===== src/rtl/wb_buffer_if.sv =====
// Producer handshake, regfile write port, bypass lookup and occupancy status
// of the write-back buffer, bundled as one interface.
interface wb_buffer_if #(
    parameter int width = 32,
    parameter int DEPTH = 4
);
    localparam int CW = $clog2(DEPTH) + 1;

    logic             in_valid;
    logic             in_ready;
    logic [4:0]       in_addr;
    logic [width-1:0] in_data;

    logic             drain_en;
    logic             wr_enable;
    logic [4:0]       W_addr;
    logic [width-1:0] W_data;

    logic [4:0]       lk_addr;
    logic             lk_hit;
    logic [width-1:0] lk_data;

    logic [CW-1:0]    count;
    logic             empty;
    logic             full;

    // Producer and regfile side.
    modport master (
        output in_valid, in_addr, in_data, drain_en, lk_addr,
        input  in_ready, wr_enable, W_addr, W_data, lk_hit, lk_data,
               count, empty, full
    );

    // Buffer side.
    modport slave (
        input  in_valid, in_addr, in_data, drain_en, lk_addr,
        output in_ready, wr_enable, W_addr, W_data, lk_hit, lk_data,
               count, empty, full
    );
endinterface


===== src/rtl/wb_buffer.sv =====
// In-order write-back FIFO of (addr, data) pairs draining into a regfile port.
// Define WB_BYPASS_EN to build the youngest-match bypass lookup.
module wb_buffer #(
    parameter int width = 32,
    parameter int DEPTH = 4
) (
    input logic       clk,
    input logic       reset,
    wb_buffer_if.slave bus
);
    localparam int AW = $clog2(DEPTH);
    localparam logic [AW-1:0] PTR_ONE = AW'(1);
    localparam logic [AW:0]   CNT_ONE = (AW+1)'(1);
    localparam logic [AW:0]   CNT_MAX = (AW+1)'(DEPTH);

    logic [4:0]       addr_mem [DEPTH];
    logic [width-1:0] data_mem [DEPTH];

    logic [AW-1:0] head;
    logic [AW-1:0] tail;
    logic [AW:0]   count;

    logic empty;
    logic full;
    logic ready;
    logic push;
    logic pop;

    assign empty = (count == '0);
    assign full  = (count == CNT_MAX);
    assign ready = reset && !full;

    // Writes to x0 complete the handshake but never occupy an entry.
    assign push = bus.in_valid && ready && (bus.in_addr != 5'd0);
    // Gated by reset so entries flushed in a reset cycle never reach the regfile.
    assign pop  = reset && !empty && bus.drain_en;

    assign bus.in_ready  = ready;
    assign bus.wr_enable = pop;
    assign bus.W_addr    = empty ? 5'd0 : addr_mem[head];
    assign bus.W_data    = empty ? '0   : data_mem[head];
    assign bus.count     = count;
    assign bus.empty     = empty;
    assign bus.full      = full;

    always_ff @(posedge clk) begin
        if (!reset) begin
            head  <= '0;
            tail  <= '0;
            count <= '0;
        end else begin
            if (push) tail <= tail + PTR_ONE;
            if (pop)  head <= head + PTR_ONE;
            case ({push, pop})
                2'b10:   count <= count + CNT_ONE;
                2'b01:   count <= count - CNT_ONE;
                default: count <= count;
            endcase
        end
    end

    // Storage needs no reset: only occupied entries are ever observed.
    always_ff @(posedge clk) begin
        if (push) begin
            addr_mem[tail] <= bus.in_addr;
            data_mem[tail] <= bus.in_data;
        end
    end

`ifdef WB_BYPASS_EN
    logic             lk_hit;
    logic [width-1:0] lk_data;

    // Walk oldest to youngest so the last match, nearest the tail, wins.
    always_comb begin
        lk_hit  = 1'b0;
        lk_data = '0;
        for (int i = 0; i < DEPTH; i++) begin
            if (bus.lk_addr != 5'd0 && i < int'(count) &&
                addr_mem[head + AW'(i)] == bus.lk_addr) begin
                lk_hit  = 1'b1;
                lk_data = data_mem[head + AW'(i)];
            end
        end
    end

    assign bus.lk_hit  = lk_hit;
    assign bus.lk_data = lk_data;
`else
    logic [4:0] unused_lk_addr;
    assign unused_lk_addr = bus.lk_addr;
    assign bus.lk_hit     = 1'b0;
    assign bus.lk_data    = '0;
`endif

endmodule


===== src/flat_wrapper.sv =====
// flat-port wrapper written by rule: the top's interface ports become plain ports
module wb_buffer_flat 
#(
    parameter int width = 32,
    parameter int DEPTH = 4
)
  (clk, reset, bus_in_valid, bus_in_addr, bus_in_data, bus_drain_en, bus_lk_addr, bus_in_ready, bus_wr_enable, bus_W_addr, bus_W_data, bus_lk_hit, bus_lk_data, bus_count, bus_empty, bus_full);
  wb_buffer_if #(.width(width), .DEPTH(DEPTH)) bus_i ();
  input logic clk;
  input logic reset;
  input wire logic [$bits(bus_i.in_valid)-1:0] bus_in_valid;
  input wire logic [$bits(bus_i.in_addr)-1:0] bus_in_addr;
  input wire logic [$bits(bus_i.in_data)-1:0] bus_in_data;
  input wire logic [$bits(bus_i.drain_en)-1:0] bus_drain_en;
  input wire logic [$bits(bus_i.lk_addr)-1:0] bus_lk_addr;
  output wire logic [$bits(bus_i.in_ready)-1:0] bus_in_ready;
  output wire logic [$bits(bus_i.wr_enable)-1:0] bus_wr_enable;
  output wire logic [$bits(bus_i.W_addr)-1:0] bus_W_addr;
  output wire logic [$bits(bus_i.W_data)-1:0] bus_W_data;
  output wire logic [$bits(bus_i.lk_hit)-1:0] bus_lk_hit;
  output wire logic [$bits(bus_i.lk_data)-1:0] bus_lk_data;
  output wire logic [$bits(bus_i.count)-1:0] bus_count;
  output wire logic [$bits(bus_i.empty)-1:0] bus_empty;
  output wire logic [$bits(bus_i.full)-1:0] bus_full;
  assign bus_i.in_valid = bus_in_valid;
  assign bus_i.in_addr = bus_in_addr;
  assign bus_i.in_data = bus_in_data;
  assign bus_i.drain_en = bus_drain_en;
  assign bus_i.lk_addr = bus_lk_addr;
  assign bus_in_ready = bus_i.in_ready;
  assign bus_wr_enable = bus_i.wr_enable;
  assign bus_W_addr = bus_i.W_addr;
  assign bus_W_data = bus_i.W_data;
  assign bus_lk_hit = bus_i.lk_hit;
  assign bus_lk_data = bus_i.lk_data;
  assign bus_count = bus_i.count;
  assign bus_empty = bus_i.empty;
  assign bus_full = bus_i.full;
  wb_buffer #(.width(width), .DEPTH(DEPTH)) u_core (.clk(clk), .reset(reset), .bus(bus_i));
endmodule

===== config.mk =====
export PLATFORM = sky130hd
export DESIGN_NAME = wb_buffer_flat
export DESIGN_NICKNAME = d
export VERILOG_FILES = /design/src/rtl/wb_buffer_if.sv /design/src/rtl/wb_buffer.sv /design/src/flat_wrapper.sv
export SDC_FILE = /design/constraint.sdc
export NUM_CORES = 1
export LEC_CHECK = 0
export CAP_MARGIN = 20
export CELL_PAD_IN_SITES_DETAIL_PLACEMENT = 0
export CELL_PAD_IN_SITES_GLOBAL_PLACEMENT = 1
export CORE_MARGIN = 4
export CORE_UTILIZATION = 35
export DETAILED_ROUTE_END_ITERATION = 10
export PLACE_DENSITY = 0.76
export SLEW_MARGIN = 20
export SYNTH_ARGS = -nofsm -noshare
export SYNTH_HDL_FRONTEND = slang
export SYNTH_SLANG_ARGS = --single-unit

===== constraint.sdc =====
create_clock -name clk -period 2.9 [get_ports clk]
set_clock_uncertainty 0.2 [all_clocks]
set_input_delay 0.29 -clock clk [delete_from_list [all_inputs] [get_ports clk]]
set_output_delay 0.29 -clock clk [all_outputs]
set_load 0.05 [all_outputs]

## After elaboration in Yosys (flattened, before gate mapping)

Memory sizes are Yosys's and may differ from the RTL's. A register that Yosys moved wholly into a read port is not among the register bits.
Index checks and enable logic that the tools add are counted.

- Bits in registers: 7
- Latch bits: 0
- Memory bits (writable): 148
- Bits in read-only memories: 0
- Bits of input ports: 46
- Output and inout bits: 77
- Logic and storage cells: 31
- Memories: 2

Memories:

| name | words | bits a word | read ports | clocked after memory_dff | write ports | line | text |
|---|---|---|---|---|---|---|---|
| u_core.data_mem | 4 | 32 | 1 | 1 | 1 | wb_buffer.sv:17 | `logic [width-1:0] data_mem [DEPTH];` |
| u_core.addr_mem | 4 | 5 | 1 | 1 | 1 | wb_buffer.sv:16 | `logic [4:0] addr_mem [DEPTH];` |

- Add/subtract/negate cells: 4
- Multipliers: 0
- Divide/modulo/power cells: 0
- Order comparisons: 0
- Eq/ne operators: 3
- Shift-type cells: 0
- Mux-type cells: 9
- Bitwise logic cells: 0
- Reduce and logical (&&, ||, !) cells: 10

Operators by type and width:

| cell | count |
|---|---|
| 32-bit two-way mux | 1 |
| 2-bit two-way mux | 4 |
| 3-bit case mux with 2 select lines | 1 |
| 1-bit logical AND | 5 |
| 5-bit two-way mux | 1 |
| 5-bit nonzero test | 1 |
| 2-bit by 1-bit adder with 2-bit output, second input constant | 2 |
| 3-bit by 1-bit adder with 3-bit output, second input constant | 1 |
| 3-bit == test, second input constant | 1 |
| 3-bit zero test | 1 |
| 3-bit by 1-bit subtractor with 3-bit output, second input constant | 1 |
| 2-bit by 1-bit == test with 1-bit output, second input constant | 1 |
| 2-bit == test, second input constant | 1 |
| 1-bit zero test | 2 |
| 1-bit two-way mux | 2 |
| 2-bit nonzero test | 1 |

## Depth between registers and ports, before layout

- Depth in word-level cells: 7
- Gate-level depth with buffers: 10
- Depth with buffers taken out: 10

## Least setup slack after synthesis

OpenSTA, ideal clock, no wires.

- Path kind: register -> register
- Start: reg u_core.count[2] (netlist: u_core.bus.count[2])
- End: reg u_core.count[2] (netlist: u_core.bus.count[2])
- Arrival time: 4.089 ns
- Path slack: -1.464 ns
- Stages on the path, launching flop included: 11
- Path buffers: 0
- Clock period less this slack: 4.364 ns
- Cells stage by stage: dfxtp_1 -> nor3b_1 -> nor2b_1 -> o211a_4 -> inv_1 -> ha_1 -> inv_1 -> fa_1 -> xor2_1 -> or3_1 -> a21boi_0

- Word-level cells in the longest chain between the ends: 7
- Elaborated cells between the ends (all ways): 15
- Classes of those cells: add/sub: 2; eq/ne: 3; mux: 1; reduce/logical: 9

Ends and longest elaborated chain:

| item | line | text |
|---|---|---|
| start: declaration | wb_buffer.sv:21 | `logic [AW:0] count;` |
| start signal: assignment | wb_buffer.sv:55 | `2'b10: count <= count + CNT_ONE;` |
| start signal: assignment | wb_buffer.sv:56 | `2'b01: count <= count - CNT_ONE;` |
| start signal: assignment | wb_buffer.sv:57 | `default: count <= count;` |
| 3-bit == test * | wb_buffer.sv:30 | `assign full = (count == CNT_MAX);` |
| named net bus_full | flat_wrapper.sv:24 | `output wire logic [$bits(bus_i.full)-1:0] bus_full;` |
| 1-bit zero test * | wb_buffer.sv:31 | `assign ready = reset && !full;` |
| 1-bit logical AND * | wb_buffer.sv:31 |  |
| named net bus_in_ready | flat_wrapper.sv:16 | `output wire logic [$bits(bus_i.in_ready)-1:0] bus_in_ready;` |
| 1-bit logical AND * (2 in series) | wb_buffer.sv:34 | `assign push = bus.in_valid && ready && (bus.in_addr != 5'd0);` |
| 2-bit by 1-bit == test with 1-bit output or 2-bit == test (tied branches) | wb_buffer.sv:54 | `case ({push, pop})` |
| 3-bit case mux with 2 select lines or 2-bit nonzero test (tied branches) | - |  |

The timed path passes the listed nets; every way through them passes the cells marked *.
A chain may end at the register's enable or synchronous reset.

## Worst setup path after layout

- Start: reg u_core.count[2] (netlist: u_core.bus.count[2])
- End: out bus_wr_enable

- Word-level cells in the longest chain between the ends: 4

Ends and longest elaborated chain:

| item | line | text |
|---|---|---|
| 3-bit zero test | wb_buffer.sv:29 | `assign empty = (count == '0);` |
| 1-bit zero test | wb_buffer.sv:36 | `assign pop = reset && !empty && bus.drain_en;` |
| 1-bit logical AND (2 in series) | wb_buffer.sv:36 |  |
| end: declaration | flat_wrapper.sv:17 | `output wire logic [$bits(bus_i.wr_enable)-1:0] bus_wr_enable;` |

Every way passes these cells.

==> impl_results.md <==
* Largest net degree at the start of global routing at 26
* Tightest Hold Check Type: reg2reg
* Crit end category: primary output
* Initial Util at a little over a third
* Post-CTS sizing at 0
* Total GRT Usage at 11.9%
* First DRT Iteration DRCs at between 150 and 200
* Slew of the pin with the lowest slew margin at roughly 500 ps
* Ys async rst share at 0%
* Hold Buf Count CTS at 0
* Fmax at 362 MHz
* Commonest cells in the netlist: 148 x edfxtp_1, 42 x and2_1, 37 x mux4_2, 33 x buf_4, 9 x dfxtp_1
* Vias in the first global route at 3281
* First-pass GRT wire length at between 15 and 20 mm
* Post-synthesis xor/xnor area fraction at less than 1%
* CTS Root Cell: clkbuf_16
* Yosys warns at 0
* Leakage at around 2.7 nW
* Die area at slightly above 0.02 sq mm
* Worst slew margin at 66.0%
* Final Total Pwr at between 5 and 6 mW
* Clk_lat worst skew at between 400 and 500 ps
* Distinct cells, synth at 28
* Worst R2R Path Depth at 8
* DRC Markers at 0
* Cell taking the most area after synthesis: edfxtp_1
* Buffers & Inverters on Critical Path at 1
* Largest family of logic cells by synthesized area: multiplexers
* Main synth FF type: edfxtp_1
* I/O Pins at roughly 120
* Antenna violations before repair at 0
* Max Root-Sink Buffers at 2
* Fin nets at 481
* Pwr/cell area at 724 mW/mm^2
* Final period util at a little over nine tenths
* Area of the mapped netlist at ~0.0064 sq mm
* Adder-cell area share of the yosys netlist at around 1.3%
* Postcts setup bufs at 0
* Worst-path clk slew at ~60 ps
* DRT Pass-1 Iters at 6
* Number of buffers added on ports at 84
* Crit-path cells: or3_4, and3_2, clkdlybuf4s50_1
* Critical path class: reg2out
* CP top delay family: simple AND/OR/NAND/NOR gates
* H-tree depth at 4
* DIE WIDTH at 143 um
* Hold path depth at 2
* Status: finished, final reports clean
* GPL Wtd Cong at 0.695
* Hold_ws at ~300 ps
* Layout cells sized above 1 at about a third
* CTS tree: yes
* Top cells by area, synth: edfxtp_1 70%, mux4_2 13%, and2_1 4.1%
* Post-Syn Instances at ~320
* Post-synthesis sequential area ratio at roughly 73%
* Mux contribution to synthesized area at 13.4%
* Dpl cells at 639
* FF+latch count, synth at 157
* Unrepaired setup endpoints after global routing: no
* Slowest cell on crit path: clkdlybuf4s50_1
* Final Non-Filler Cells at approximately 670
* Post-Synth Simple-Gate Area at 5.69%
* Vias per cell at 4.57
* Total number of vias at 3069
* TritonCTS Sinks at roughly 160
* Syn Area/Cell at about 20 sq um
* Post-DP HPWL at between 7 and 8 mm
* Complex-gate fraction of the synthesized area at less than 1%
* Cell with the most instances after synthesis: edfxtp_1
* Fillers at roughly 1500
* WP depth at 3
* Crit path required time at between 2000 and 2500 ps
* Synthesis-to-finish area growth at 24.4%
* Antenna Nets Post-Route at 0
* EDFF count, synth at roughly 150
* Row Count at 49
* CP arrival at about 2300 ps
* Max VDD drop at around 0.00041 V
* Die Ht at between 100 and 150 um
* CORE AREA at 0.0179 sq mm
* TNS Setup at 0 ps
* Crit Path Max Fanout at 23
* Setup crit start kind: flip-flop
* # setup viols final at 0
* Diodes inserted at 0
* Slew Viols, Final at 0
* Final wirelength at 11.5 mm
* Util after Layout at 44.1%
* Post-layout min period at around 2800 ps
* Wire length per cell at 17.1 um
* Slowest stage delay, CP at ~710 ps
* Max_cap viols at 0
* Num CTS Buffers at 17
* Total gr overflow at 0
* Final Hold Viols at 0
* Share of the synthesized area in the top cell type at about 70%
routing by layer:
| metal | vias up | share of wire (%) | global-route usage (%) |
|---|---|---|---|
| met1 | 1571 | 44 | 14.9 |
| met2 | 95 | 50 | 19.6 |
| met5 | - | 0 | 0 |
| li1 | 1394 | - | - |
| met3 | 9 | 5.7 | 4.15 |
| met4 | 0 | 0.90 | 3.90 |
flip-flops by register name (all words and copies together), names as in the netlist, named ones only:
name	count
u_core.data_mem	128
u_core.addr_mem	20
u_core.bus.count	3
u_core.head	2
u_core.tail	2
power breakdown:
group          switching [mW]  leakage (nW)  internal [mW]
clock network           0.871         0.248           1.10
registers              0.0328          1.42           2.57
logic                   0.740          1.02          0.400
total                    1.64          2.69           4.07
stage by stage:
stage / instance area (sq um) / setup slack, ps
2_1_floorplan: 6500 / 26.6
3_3_place_gp: 7360 / -31.9
3_5_place_dp: 7360 / -124
4_1_cts: 7900 / 83.8
5_1_grt: 7900 / 42.9
6_report: 7900 / 139
worst min-delay path: cells and delay by family, from the launching register on:
| family | cells | cell delay (ps) |
|---|---|---|
| flip-flops | 1 | 340 |
| multiplexers | 1 | 50 |
| AND/OR/NAND/NOR | 1 | 60 |
cells by family after synthesis:
group           count (synthesis)
mux                            39
flops                         157
compound gates                  4
simple gates                   57
xor+xnor                        4
fa+ha+maj                       6
buf+inv                        53
other cells                     1
layout by cell type (no fill, tap or decap):
cell type	count
clkinv_1	1
buf_12	1
inv_1	8
nand2_1	4
dfxtp_4	1
xor2_1	1
inv_8	1
dfxtp_2	4
a21boi_1	1
and2_1	42
clkbuf_16	17
buf_4	54
xnor2_1	3
clkinv_4	2
ha_1	4
or4_4	1
inv_6	3
o21ai_0	2
nor3b_4	1
or3_1	1
mux2i_1	2
clkdlybuf4s50_1	47
or3_4	1
nand3_1	1
nor2b_4	1
ha_2	1
conb_1	33
edfxtp_1	148
and2_2	4
mux4_2	37
fa_2	1
and3_2	1
clkinvlp_4	6
o211a_4	1
dfxtp_1	4
clkinv_2	2
final timing paths:
kind                                                  startpoint                          endpoint  slack, ps
worst min-delay path                 u_core.tail[1]$_SDFFE_PN0P_       u_core.tail[1]$_SDFFE_PN0P_        300
worst max-delay path            u_core.bus.count[2]$_SDFFE_PN0P_                     bus_wr_enable        140
worst max register to register  u_core.bus.count[0]$_SDFFE_PN0P_  u_core.bus.count[2]$_SDFFE_PN0P_        500
worst min register to register       u_core.tail[1]$_SDFFE_PN0P_       u_core.tail[1]$_SDFFE_PN0P_        300
area by class of cell:
class	count	area, sq um	share of cell area (%)
Sequential cell	157	4630	58.6
Multi-Input combinational cell	143	1520	19.2
Timing Repair Buffer	102	896	11.3
Clock buffer	17	425	5.38
Tap cell	229	287	3.63
Clock inverter	15	114	1.44
Inverter	8	30.0	0.380
No activity file was read; power rests on OpenSTA's default activity.
